<file path="src/rtl/wide_add_pkg.sv">
// Shared definitions for the multi-precision add sequencer: the controller
// state encoding and the default slice geometry (4 x 16-bit = 64-bit sums).
package wide_add_pkg;

   localparam int N_DEFAULT     = 16;
   localparam int WORDS_DEFAULT = 4;

   typedef enum logic [1:0] {
      IDLE = 2'd0,
      CALC = 2'd1,
      DONE = 2'd2
   } state_e;

endpackage

</file>
<file path="src/rtl/N_bit_adder.sv">
// Combinational N-bit adder slice with carry in and carry out. This is the
// single shared datapath adder that the sequencer time-multiplexes.
module N_bit_adder #(
   parameter int N = 16
) (
   input  logic [N-1:0] a,
   input  logic [N-1:0] b,
   input  logic         cin,
   output logic [N-1:0] sum,
   output logic         cout
);

   // One ripple addition; the extra top bit of the result is the carry out.
   assign {cout, sum} = {1'b0, a} + {1'b0, b} + {{N{1'b0}}, cin};

endmodule

</file>
<file path="src/rtl/wide_add_sequencer.sv">
// Multi-precision add controller: accepts a WORDS*N-bit operand pair, runs
// the shared N-bit adder once per slice (least significant first) with the
// carry registered between slices, then holds the result until it is taken.
module wide_add_sequencer
   import wide_add_pkg::*;
#(
   parameter int N     = N_DEFAULT,
   parameter int WORDS = WORDS_DEFAULT
) (
   input  logic                 clk,
   input  logic                 rst_n,
   input  logic                 req_valid,
   output logic                 req_ready,
   input  logic [N*WORDS-1:0]   req_a,
   input  logic [N*WORDS-1:0]   req_b,
   input  logic                 req_cin,
   output logic                 resp_valid,
   input  logic                 resp_ready,
   output logic [N*WORDS-1:0]   resp_sum,
   output logic                 resp_cout,
   output logic                 busy
);

   localparam int W     = N * WORDS;
   localparam int IDX_W = (WORDS > 1) ? $clog2(WORDS) : 1;
   localparam logic [IDX_W-1:0] LAST_IDX = IDX_W'(WORDS - 1);

   state_e           state_q, state_d;
   logic [W-1:0]     opA_q, opA_d;
   logic [W-1:0]     opB_q, opB_d;
   logic [W-1:0]     sum_q, sum_d;
   logic             carry_q, carry_d;
   logic [IDX_W-1:0] idx_q, idx_d;
   logic             valid_q, valid_d;

   logic [N-1:0]     sliceA;
   logic [N-1:0]     sliceB;
   logic [N-1:0]     sliceSum;
   logic             sliceCout;

   // Select the operand slice addressed by the current index for the adder.
   always_comb begin
      sliceA = '0;
      sliceB = '0;
      for (int w = 0; w < WORDS; w++) begin
         if (idx_q == IDX_W'(w)) begin
            sliceA = opA_q[w*N +: N];
            sliceB = opB_q[w*N +: N];
         end
      end
   end

   N_bit_adder #(
      .N(N)
   ) u_adder (
      .a   (sliceA),
      .b   (sliceB),
      .cin (carry_q),
      .sum (sliceSum),
      .cout(sliceCout)
   );

   // Next-state logic: latch a request in IDLE, one slice per cycle in CALC,
   // hold the result in DONE until the consumer takes it.
   always_comb begin
      state_d = state_q;
      opA_d   = opA_q;
      opB_d   = opB_q;
      sum_d   = sum_q;
      carry_d = carry_q;
      idx_d   = idx_q;
      case (state_q)
         IDLE: begin
            if (req_valid) begin
               opA_d   = req_a;
               opB_d   = req_b;
               carry_d = req_cin;
               idx_d   = '0;
               sum_d   = '0;
               state_d = CALC;
            end
         end
         CALC: begin
            for (int w = 0; w < WORDS; w++) begin
               if (idx_q == IDX_W'(w)) begin
                  sum_d[w*N +: N] = sliceSum;
               end
            end
            carry_d = sliceCout;
            if (idx_q == LAST_IDX) begin
               idx_d   = '0;
               state_d = DONE;
            end else begin
               idx_d = idx_q + IDX_W'(1);
            end
         end
         DONE: begin
            if (resp_ready) begin
               state_d = IDLE;
            end
         end
         default: begin
            state_d = IDLE;
         end
      endcase
      valid_d = (state_d == DONE);
   end

   // State and datapath registers; reset discards any operation in flight.
   always_ff @(posedge clk or negedge rst_n) begin
      if (!rst_n) begin
         state_q <= IDLE;
         opA_q   <= '0;
         opB_q   <= '0;
         sum_q   <= '0;
         carry_q <= 1'b0;
         idx_q   <= '0;
         valid_q <= 1'b0;
      end else begin
         state_q <= state_d;
         opA_q   <= opA_d;
         opB_q   <= opB_d;
         sum_q   <= sum_d;
         carry_q <= carry_d;
         idx_q   <= idx_d;
         valid_q <= valid_d;
      end
   end

   // The request side is held off while reset is asserted, even though the
   // state register already reads IDLE.
   assign req_ready  = rst_n && (state_q == IDLE);
   assign busy       = (state_q != IDLE);
   assign resp_valid = valid_q;
   assign resp_sum   = sum_q;
   assign resp_cout  = carry_q;

endmodule
</file>
<file path="config.mk">
export PLATFORM = sky130hd
export DESIGN_NAME = wide_add_sequencer
export DESIGN_NICKNAME = d
export VERILOG_FILES = /design/src/rtl/wide_add_pkg.sv /design/src/rtl/N_bit_adder.sv /design/src/rtl/wide_add_sequencer.sv
export SDC_FILE = /design/constraint.sdc
export NUM_CORES = 1
export LEC_CHECK = 0
export ABC_AREA = 1
export CAP_MARGIN = 20
export CORE_ASPECT_RATIO = 0.75
export CORE_MARGIN = 3
export CORE_UTILIZATION = 51
export DETAILED_ROUTE_END_ITERATION = 8
export PLACE_DENSITY = 0.9
export SLEW_MARGIN = 0
export SYNTH_ARGS = -nofsm -noshare
export SYNTH_HDL_FRONTEND = slang
export SYNTH_SLANG_ARGS = --single-unit
</file>
<file path="constraint.sdc">
create_clock -name clk -period 3.4 [get_ports clk]
set_input_delay 0.68 -clock clk [delete_from_list [all_inputs] [get_ports clk]]
set_output_delay 0.68 -clock clk [all_outputs]
set_load 0.005 [all_outputs]
</file>
==> results_dict.tcl, run 1 <==
set metrics [dict create \
    status "finished clean" \
    n_antenna_cell 0 \
    die_y_um 123.9 \
    p_comb_share_pct 56.0 \
    ir_drop_uv 543.6 \
    ys_warn_count 0 \
    core-area_mm2 0.01792 \
    power_frac_clock_pct 15.2 \
    yosysTopAreaCell "dfrtp_1" \
    insertion_delay_ns 0.44 \
    maxCapViolCount 0 \
    maxSlewViolCount 0 \
    fin_crit_ns 3.193 \
    clk_pin_slew_worst_paths_ns 0.07 \
    vias 8830 \
    cp.arrival_ns 3.52 \
    cts_tree "yes" \
    numCtsBuffers 17 \
    cp-start-kind "flip-flop" \
    gr-usage-all-layers_pct 27.39 \
    fp.dieW_um 163.1 \
    fin_nets 1535 \
    p_int_mw 7.471 \
    syn_area_mm2 0.009444 \
    htree_levels 4 \
    num_rows 42 \
    synth_cell_types 31 \
    synth_cells 1204 \
    drive_gt1_share_pct 5.524 \
    r2r_slack_ns 0.21 \
    dpl.cell_count 1603 \
    gp_congestion 0.9768 \
    synth_top_cell_area_share_pct 52.46 \
    p_seq_share_pct 28.9 \
    drt-pass1-iter-count 6 \
    grt_pass1_vias 8282 \
    end_kind "flip-flop" \
    synth.top_cells.by_area "dfrtp_1 52%, nand2_1 25%, o21ai_0 3.0%" \
    cts-root-buf "clkbuf_16" \
    port_buffers 200 \
    setup_viol 0 \
    clock-sinks 198 \
    clk_path_buf_depth 2 \
    cp.required_ns 3.73 \
    grt_pass1_wl_um 42880 \
    fin_cells 1636 \
    dieArea_mm2 0.02020 \
    antenna_found_initial 0 \
    drtIter0Drc 966 \
    drc 0 \
    ant_nets 0 \
    period_share_pct 93.92 \
    fin_ws_ns 0.2068 \
    dp_hpwl_um 19470 \
    grt_max_degree 130 \
    cts_hold_buf 0 \
    area_growth_pct 29.94 \
    final_util_pct 68.48 \
    finalHoldViolCount 0 \
    syn_nets 1358 \
    fin_skew_ns 0.01376 \
    swShare_pct 46.94 \
    postCtsSetupBuffers 0 \
    critPathMaxFanout 16 \
    wl_per_cell_um 16.75 \
    r2r_end "resp_sum[14]" \
    path_class "reg2reg" \
    ys_seq_area_share_pct 52.46 \
    p_leak_nw 6.264 \
    min_path_type "in2async" \
    r2r_cells 16 \
    grt_remaining_overflow 0 \
    relSlewSlack_pct 47.97 \
    ioPinCount 201 \
    r2r-start "idx_q[0]" \
    powerDensity_mw_per_mm2 1147 \
    worst_pin_slew_ns 0.7804 \
    dpl_worst_slack_ns 0.2712 \
    synth.avg_cell_area_um2 7.844 \
    start_util_pct 52.70 \
    wl_um 27400 \
    p_switching_mw 6.608 \
    ys_ff_latch 198 \
    viasPerCell 5.397 \
    fmax_mhz 313.2 \
]
-- worst max-delay path by stage --
stage / start / end / slack, ns
floorplan: idx_q[1] / resp_sum[24] / 0.55
global placement: idx_q[0] / resp_sum[24] / 0.37
detailed placement: idx_q[1] / resp_sum[24] / 0.27
CTS: idx_q[1] / resp_sum[45] / 0.20
global route: idx_q[0] / resp_sum[45] / -0.01
finish: idx_q[0] / resp_sum[14] / 0.21
-- area by class of cell --
cell class	instances	area, µm²
clock buffer	22	474.2
clock inverter	10	141.4
fill	1395	5648
inverter	54	205.2
multi-input combinational	891	3995
sequential	198	4955
tap	242	302.8
timing repair buffer	219	2198
-- sequential cells by signal (all words and copies together), names as in the netlist --
register	cells
idx_q	2
opA_q	64
opB_q	64
resp_cout	1
resp_sum	64
resp_valid	1
state_q	2
-- per-layer routing --
metal	up-vias	track usage (%)	routed length, µm
met4	0	9.667	743
met1	4084	40.07	11630
met2	500	40.09	11920
met3	65	6.749	3103
met5	-	0	0
li1	4181	-	-
-- critical path, stage by stage (launching register included) --
cell,delay [ns]
dfrtp_1,0.40
inv_1,0.12
ha_1,0.17
inv_1,0.09
nor2_4,0.16
buf_12,0.17
nand2_1,0.06
nand2_1,0.06
o21ai_0,0.09
o21ai_0,0.40
ha_1,0.38
a21oi_1,0.22
nand2_1,0.12
a21oi_1,0.19
nand3_1,0.21
nand4_1,0.17
nand2_1,0.06
-- cells in the final DEF (no fill, tap or decap), drive strengths merged, types with 2 or more instances in the layout --
cell type and count:
nand4 30, o21ai 91, nand3 14, nand2 629, nor2 30, ha 19
clkinvlp 2, a21oi 47, inv 57, or2 3, nor3 4, clkinv 2
clkbuf 24, buf 18, nand3b 2, a22oi 17, bufinv 3, fa 2
dfrtp 198, clkdlybuf4s50 199
-- through the flow --
| stage | setup TNS [ns] | power [mW] | hold slack, ns | instance area (µm²) |
|---|---|---|---|---|
| floorplan | 0 | 9.043 | 0.3844 | 9444 |
| global placement | 0 | 11.41 | 0.4561 | 11610 |
| detailed placement | 0 | 11.66 | 0.4646 | 11610 |
| CTS | 0 | 13.87 | 0.1755 | 12220 |
| global route | -0.01820 | 15.22 | 0.1825 | 12270 |
| finish | 0 | 14.08 | 0.1698 | 12270 |
-- synth_stat cells (all sizes together) --
cell type,number
o21bai,1
ha,19
dfrtp,198
clkbuf,21
o21ai,91
o31ai,1
nor3,4
nor2,30
inv,54
nand3,14
a21o,1
nand3b,2
a22oi,17
buf,40
fa,2
or2,3
a21oi,47
nand2,629
nand4,30
-- power by group through the flow --
stage,registers [mW],clock network [mW],logic [mW]
after floorplan,3.92,0,5.12
after global placement,4.04,0,7.37
after detailed placement,4.06,0,7.60
after CTS,4.04,2.15,7.67
after global routing,4.16,2.24,8.82
final,4.06,2.14,7.88
-- kinds of logic after synthesis --
kind of cell | count (synthesis) | synth area share (%)
AO/OA/AOI/OAI | 158 | 9.460
flip-flops | 198 | 52.46
buffers and inverters | 115 | 5.405
adder cells (fa/ha/maj) | 21 | 2.941
AND/OR/NAND/NOR | 712 | 29.73
-- what timing repair did --
action / in CTS / in global routing
hold endpoints to repair: 0 / 0
resized for setup: 0 / 8
setup endpoints to repair: 0 / 28
No activity file was read; power rests on OpenSTA's default activity.
==> inputs of run 2 (changes only) <==
==> constraint.sdc (replaced) <==
create_clock -name clk -period 3.1 [get_ports clk]
set_input_delay 0.93 -clock clk [delete_from_list [all_inputs] [get_ports clk]]
set_output_delay 0.93 -clock clk [all_outputs]
set_load 0.005 [all_outputs]
==> results_dict.tcl, run 2 (synthesis results as in run 1) <==
set metrics [dict create \
    status "finished clean" \
    numCtsBuffers 17 \
    core-area_mm2 0.01792 \
    cp.arrival_ns 3.47 \
    fin_skew_ns 0.01114 \
    swShare_pct 47.55 \
    min_path_type "reg2reg" \
    area_growth_pct 34.49 \
    dp_hpwl_um 19890 \
    htree_levels 4 \
    fin_nets 1547 \
    antenna_found_initial 0 \
    setup_tns_ns 0 \
    worst_pin_slew_ns 0.7959 \
    r2r_cells 18 \
    cp-startpoint "idx_q[0]" \
    crit_chain "buf_4, ha_2, nor2_4, clkbuf_16, a22oi_1, nand2_1, o21ai_0, a21oi_2, ha_1, nand2_1, inv_1, nand2_1, nand2_1, a21oi_2, nand2_1, nand2_2, nand4_1, nand2_1" \
    grt_pass1_wl_um 43720 \
    layout_common_cells "608 x nand2_1, 199 x clkdlybuf4s50_1, 198 x dfrtp_1, 43 x inv_1, 40 x o21ai_0" \
    dieArea_mm2 0.02020 \
    p_comb_share_pct 59.8 \
    cp.required_ns 3.47 \
    die_y_um 123.9 \
    maxCapViolCount 0 \
    setup_viol 0 \
    fp.dieW_um 163.1 \
    ioPinCount 201 \
    period_share_pct 99.71 \
    drtIter0Drc 940 \
    grt_pass1_vias 8434 \
    fmax_mhz 323.5 \
    gp_congestion 1.004 \
    slowest_stage "dfrtp_1" \
    p_leak_nw 6.392 \
    p_int_mw 8.819 \
    end_kind "flip-flop" \
    relSlewSlack_pct 46.94 \
    cts_tree "yes" \
    r2r-start "idx_q[0]" \
    ant_nets 0 \
    clk_pin_slew_worst_paths_ns 0.07 \
    fin_crit_ns 3.091 \
    gr-usage-all-layers_pct 28.01 \
    hold_start "resp_sum[58]" \
    power_mw 16.81 \
    seq_area_mm2 0.004955 \
    n_antenna_cell 0 \
    grt_max_degree 142 \
    hold_depth 2 \
    cpMostUsedCell "nand2_1" \
    mostFrequentLayoutCell "nand2_1" \
    clock-sinks 198 \
    rsz0062_at_grt "yes" \
    dpl.cell_count 1608 \
    fin_cells 1648 \
    port_buffers 200 \
    wl_per_cell_um 17.40 \
    grt_remaining_overflow 0 \
    drc 0 \
    powerDensity_mw_per_mm2 1324 \
    cts-root-buf "clkbuf_16" \
    p_switching_mw 7.995 \
    vias 8899 \
    insertion_delay_ns 0.44 \
    p_seq_share_pct 26.7 \
    viasPerCell 5.400 \
    r2r_slack_ns 0.009 \
    power_frac_clock_pct 13.5 \
    ir_drop_uv 858.8 \
    num_rows 42 \
    nFillCells 1357 \
    cts_hold_buf 0 \
    drive_gt1_share_pct 11.59 \
    finalHoldViolCount 0 \
    maxSlewViolCount 0 \
    max_stage_delay_ns 0.40 \
    multi_input_area_mm2 0.004300 \
    start_util_pct 52.70 \
    drt-pass1-iter-count 5 \
    critPathMaxFanout 8 \
    cp-start-kind "flip-flop" \
    clk_path_buf_depth 2 \
    path_class "reg2reg" \
    wl_um 28680 \
]
## run 2: changes by cell type in the layout (fill, tap and decap cells not counted), moves of 6 or more
cell     previous run  this run
a21oi_1            44        25
buf_4              15        22
o21ai_1            29        37
o21ai_0            54        40
nand3_1            13         6
nand2_2             2        18
nand3_2             1         7
a21oi_2             3        21
nand2_1           626       608
o21ai_2             6        12
ha_1               19        10
## run 2: routing by layer
layer | track usage (%) | share of wire (%) | vias up | routed length [µm]
li1 | - | - | 4209 | -
met4 | 7.554 | 1.8 | 0 | 503
met1 | 39.33 | 44 | 4200 | 12530
met5 | 0 | 0 | - | 0
met2 | 42.85 | 45 | 441 | 12850
met3 | 8.477 | 9.7 | 49 | 2789
## run 2: what timing repair did
action / 4_1_cts / 5_1_grt
buffers inserted: 0 / 5
setup endpoints to repair: 3 / 53
resized for setup: 1 / 100
pin swaps: 0 / 30
gates cloned: 0 / 3
## run 2: per-stage QoR
stage                     cell area (µm²)  utilization (%)  hold slack (ns)  worst slack, ns
after global placement              11670            65.12           0.4563           0.1122
final                               12700            70.88           0.4768         0.009131
after floorplan                      9444                -           0.4436           0.2455
after CTS                           12280            68.52           0.4808          0.01956
after detailed placement            11670            65.12           0.4600        -0.001468
after global routing                12700            70.88           0.5000          -0.1330
## run 2: power by group through the flow
stage,Clock [mW],Combinational (mW),Sequential [mW]
floorplan,0,5.62,4.30
global placement,0,8.26,4.45
CTS,2.28,8.61,4.45
finish,2.26,10.1,4.49
detailed placement,0,8.49,4.48
global route,2.40,11.1,4.60
## run 2: final cells by class
| cell class | count | share of cell area, % |
|---|---|---|
| clock buffers | 18 | 3.458 |
| clock inverters | 14 | 1.291 |
| inverters | 54 | 1.616 |
| multi-input cells | 891 | 33.86 |
| flip-flops and latches | 198 | 39.01 |
| well taps | 242 | 2.384 |
| repair buffers | 231 | 18.38 |
## run 2: path summary, 6_finish.rpt
kind,end
max,resp_sum[15]
min,resp_sum[58]
max reg2reg,resp_sum[15]
min reg2reg,resp_sum[58]
max in group asynchronous,resp_sum[34]
min in group asynchronous,resp_sum[55]
## run 2: worst max-delay path, delay by kind of cell (launching register included)
kind	cells	cell delay (ns)
DFF	1	0.40
buffers and inverters	3	0.45
and+or+nand+nor	9	1.08
adders and majority gates	2	0.55
AOI/OAI and AO/OA	4	0.54
==> edit: new RTL, settings of run 1 <==
`opB_q` no longer has a reset.
--- a/src/rtl/wide_add_sequencer.sv
+++ b/src/rtl/wide_add_sequencer.sv
@@ -112,5 +112,4 @@
          state_q <= IDLE;
          opA_q   <= '0;
-         opB_q   <= '0;
          sum_q   <= '0;
          carry_q <= 1'b0;
@@ -120,5 +119,4 @@
          state_q <= state_d;
          opA_q   <= opA_d;
-         opB_q   <= opB_d;
          sum_q   <= sum_d;
          carry_q <= carry_d;
@@ -126,4 +124,8 @@
          valid_q <= valid_d;
       end
+   end
+
+   always_ff @(posedge clk) begin
+      opB_q <= opB_d;
    end
 
Behaviour: same outputs for any inputs over 4 cycles, from zero or initial values and one cycle with rst_n low; that may be too few to reach the edited logic, so the function may still have changed.
==> edit against run 1 <==
  * First-iteration DRC count fell by 20%
  * Largest power group unchanged
  * Cell count fell by 12%
  * Non-clock buffer count fell by 2
  * Sequential cell count did not move
  * Final area fell by 4.1%
  * Count of clock-buffer cells in the layout did not move
  * Synthesized area fell by 5.2%
  * Synthesized cell count fell by 17%
  * Maximum frequency rose by 1.6%
  * Worst setup slack improved by 0.049 ns
  * Highest routed layer unchanged
  * Routed wire length fell by 9.2%
  * Power fell by 6.8%
==> edit: results (changes against run 1) <==
| Metric | Value |
|---|---|
| Routability Congestion | 0.966 (-1.1%) |
| Area of placed instances | 0.0112 mm^2 (-3.7%) |
| Arr. time, crit path | 3.49 ns (-0.03 ns) |
| Async SR Flop Fraction | 67.7% (-32 points) |
| GR Layer Usage met3 | 5.79% (-0.96 points) |
| Post-route setup slack | 0.256 ns (+0.0489 ns) |
| Worst hold margin | 0.0895 ns (-0.0803 ns) |
| First DRT Iteration DRCs | 772 (-20%) |
| Register area | 0.00528 mm^2 (+6.5%) |
| DP Cell Count | 1404 (-12%) |
| Worst VDD drop | 622 uV (+14%) |
| Met1 Usage GRT | 37.1% (-3.0 points) |
| Post-synth top cells | nand2_1, dfrtp_1, edfxtp_1 |
| Final-layout fill cell count | 1296 (-7.1%) |
| Buffering overhead | 18.4% (+0.44 points) |
| Clock Pin Slew Worst Setup and Hold Paths | 0.07 ns (about the same) |
| Pre-CTS WS | 0.280 ns (+0.00854 ns) |
| Largest stage delay on the critical path | 0.41 ns |
| Most used DFF post-synth | dfrtp_1 |
| Met2 usage | 41.3% (+1.2 points) |
| Sequential share of the synthesized area | 58.9% (+6.5 points) |
| Number of multi-input combinational cells | 696 (-22%) |
| Layout cell share with drive strength beyond 1 | 5.67% (+0.14 points) |
| Synth Instances | 997 (-17%) |
| Synth warnings | 0 (unchanged) |
| Crit-path max FO | 15 (-1) |
| Status | finished clean |
| End of the critical path | resp_sum[60] |
| Worst r2r path cells | 17 (+1) |
| Worst Clk Skew | 0.00744 ns (-0.00633 ns) |
| Syn nets | 1151 (-15%) |
| IO buf count | 200 (unchanged) |
| Sequential cell area share | 44.8% (+4.5 points) |
| First-pass GRT wire length | 39200 um (-8.6%) |
| Inverters excl. clock | 57 (+5.6%) |
| Clock-cell share | 4.85% (-0.17 points) |
| Final #Nets | 1341 (-13%) |
| Drt first pass iters | 5 (-1) |
| Synth area leaders | dfrtp_1, edfxtp_1, nand2_1, o21ai_1, ha_1 |
| Reg-to-Reg End | resp_sum[60] |
| Yosys cell types | 33 (+6.5%) |
| Worst-Skew Late Latency | ~0.43 ns |
| Crit. Startpoint | idx_q[0] |
| Leakage | 5.47 nW (-13%) |
| Total GRT Usage | 26.2% (-1.2 points) |
| Vias in the first global route | 7311 (-12%) |
| Routed WL | 24900 um (-9.2%) |
| Via Count | 7679 (-13%) |
| Worst Max-Slew Pin Slew | 0.933 ns (+0.152 ns) |
| Multi-input gate area | 0.00325 mm^2 (-19%) |
| Via density | 5.35 (-0.92%) |
| Signal buffers | 217 (-0.91%) |
| Hpwl dp | 18000 um (-7.4%) |
| Post-synth EDFFs | 64 (+64) |
| Clock Sinks | 198 (unchanged) |
| Clk_buf instances | 22 (unchanged) |
| Largest net degree at the start of global routing | 78 (-40%) |
| Mapped cell area | 0.00895 mm^2 (-5.2%) |
| Final Hold Viols | 0 (unchanged) |
[edit: cell types whose count changed after synthesis, moves of 4 or more]
cell             run 1  this run
buf_2               33        22
edfxtp_1             0        64
clkbuf_1            21        15
nand4_1             30        26
dfrtp_1            198       134
o21ai_2              6         0
o21ai_0             56        32
o21ai_1             27        61
nand2_1            627       433
[edit: per-layer routing]
layer,wire length (um),up-vias
met5,0,-
met4,435,0
met3,1960,27
met2,11600,350
met1,10900,3657
li1,-,3645
[edit: cells by family (layout without fill, tap and decap cells)]
family | Yosys count | after routing | share of synthesized area, %
buffers and inverters | 103 | 306 | 4.99
DFF | 198 | 198 | 58.9
AOI/OAI and AO/OA | 162 | 162 | 9.99
and+or+nand+nor | 513 | 513 | 23.0
adders and majority gates | 21 | 21 | 3.10
[edit: where the power goes]
part	leakage, nW	internal, W	switching (W)
combinational	2.89	0.00261	0.00472
sequential	2.30	0.00339	0.000457
clock	0.283	0.00108	0.000863
total	5.47	0.00707	0.00604
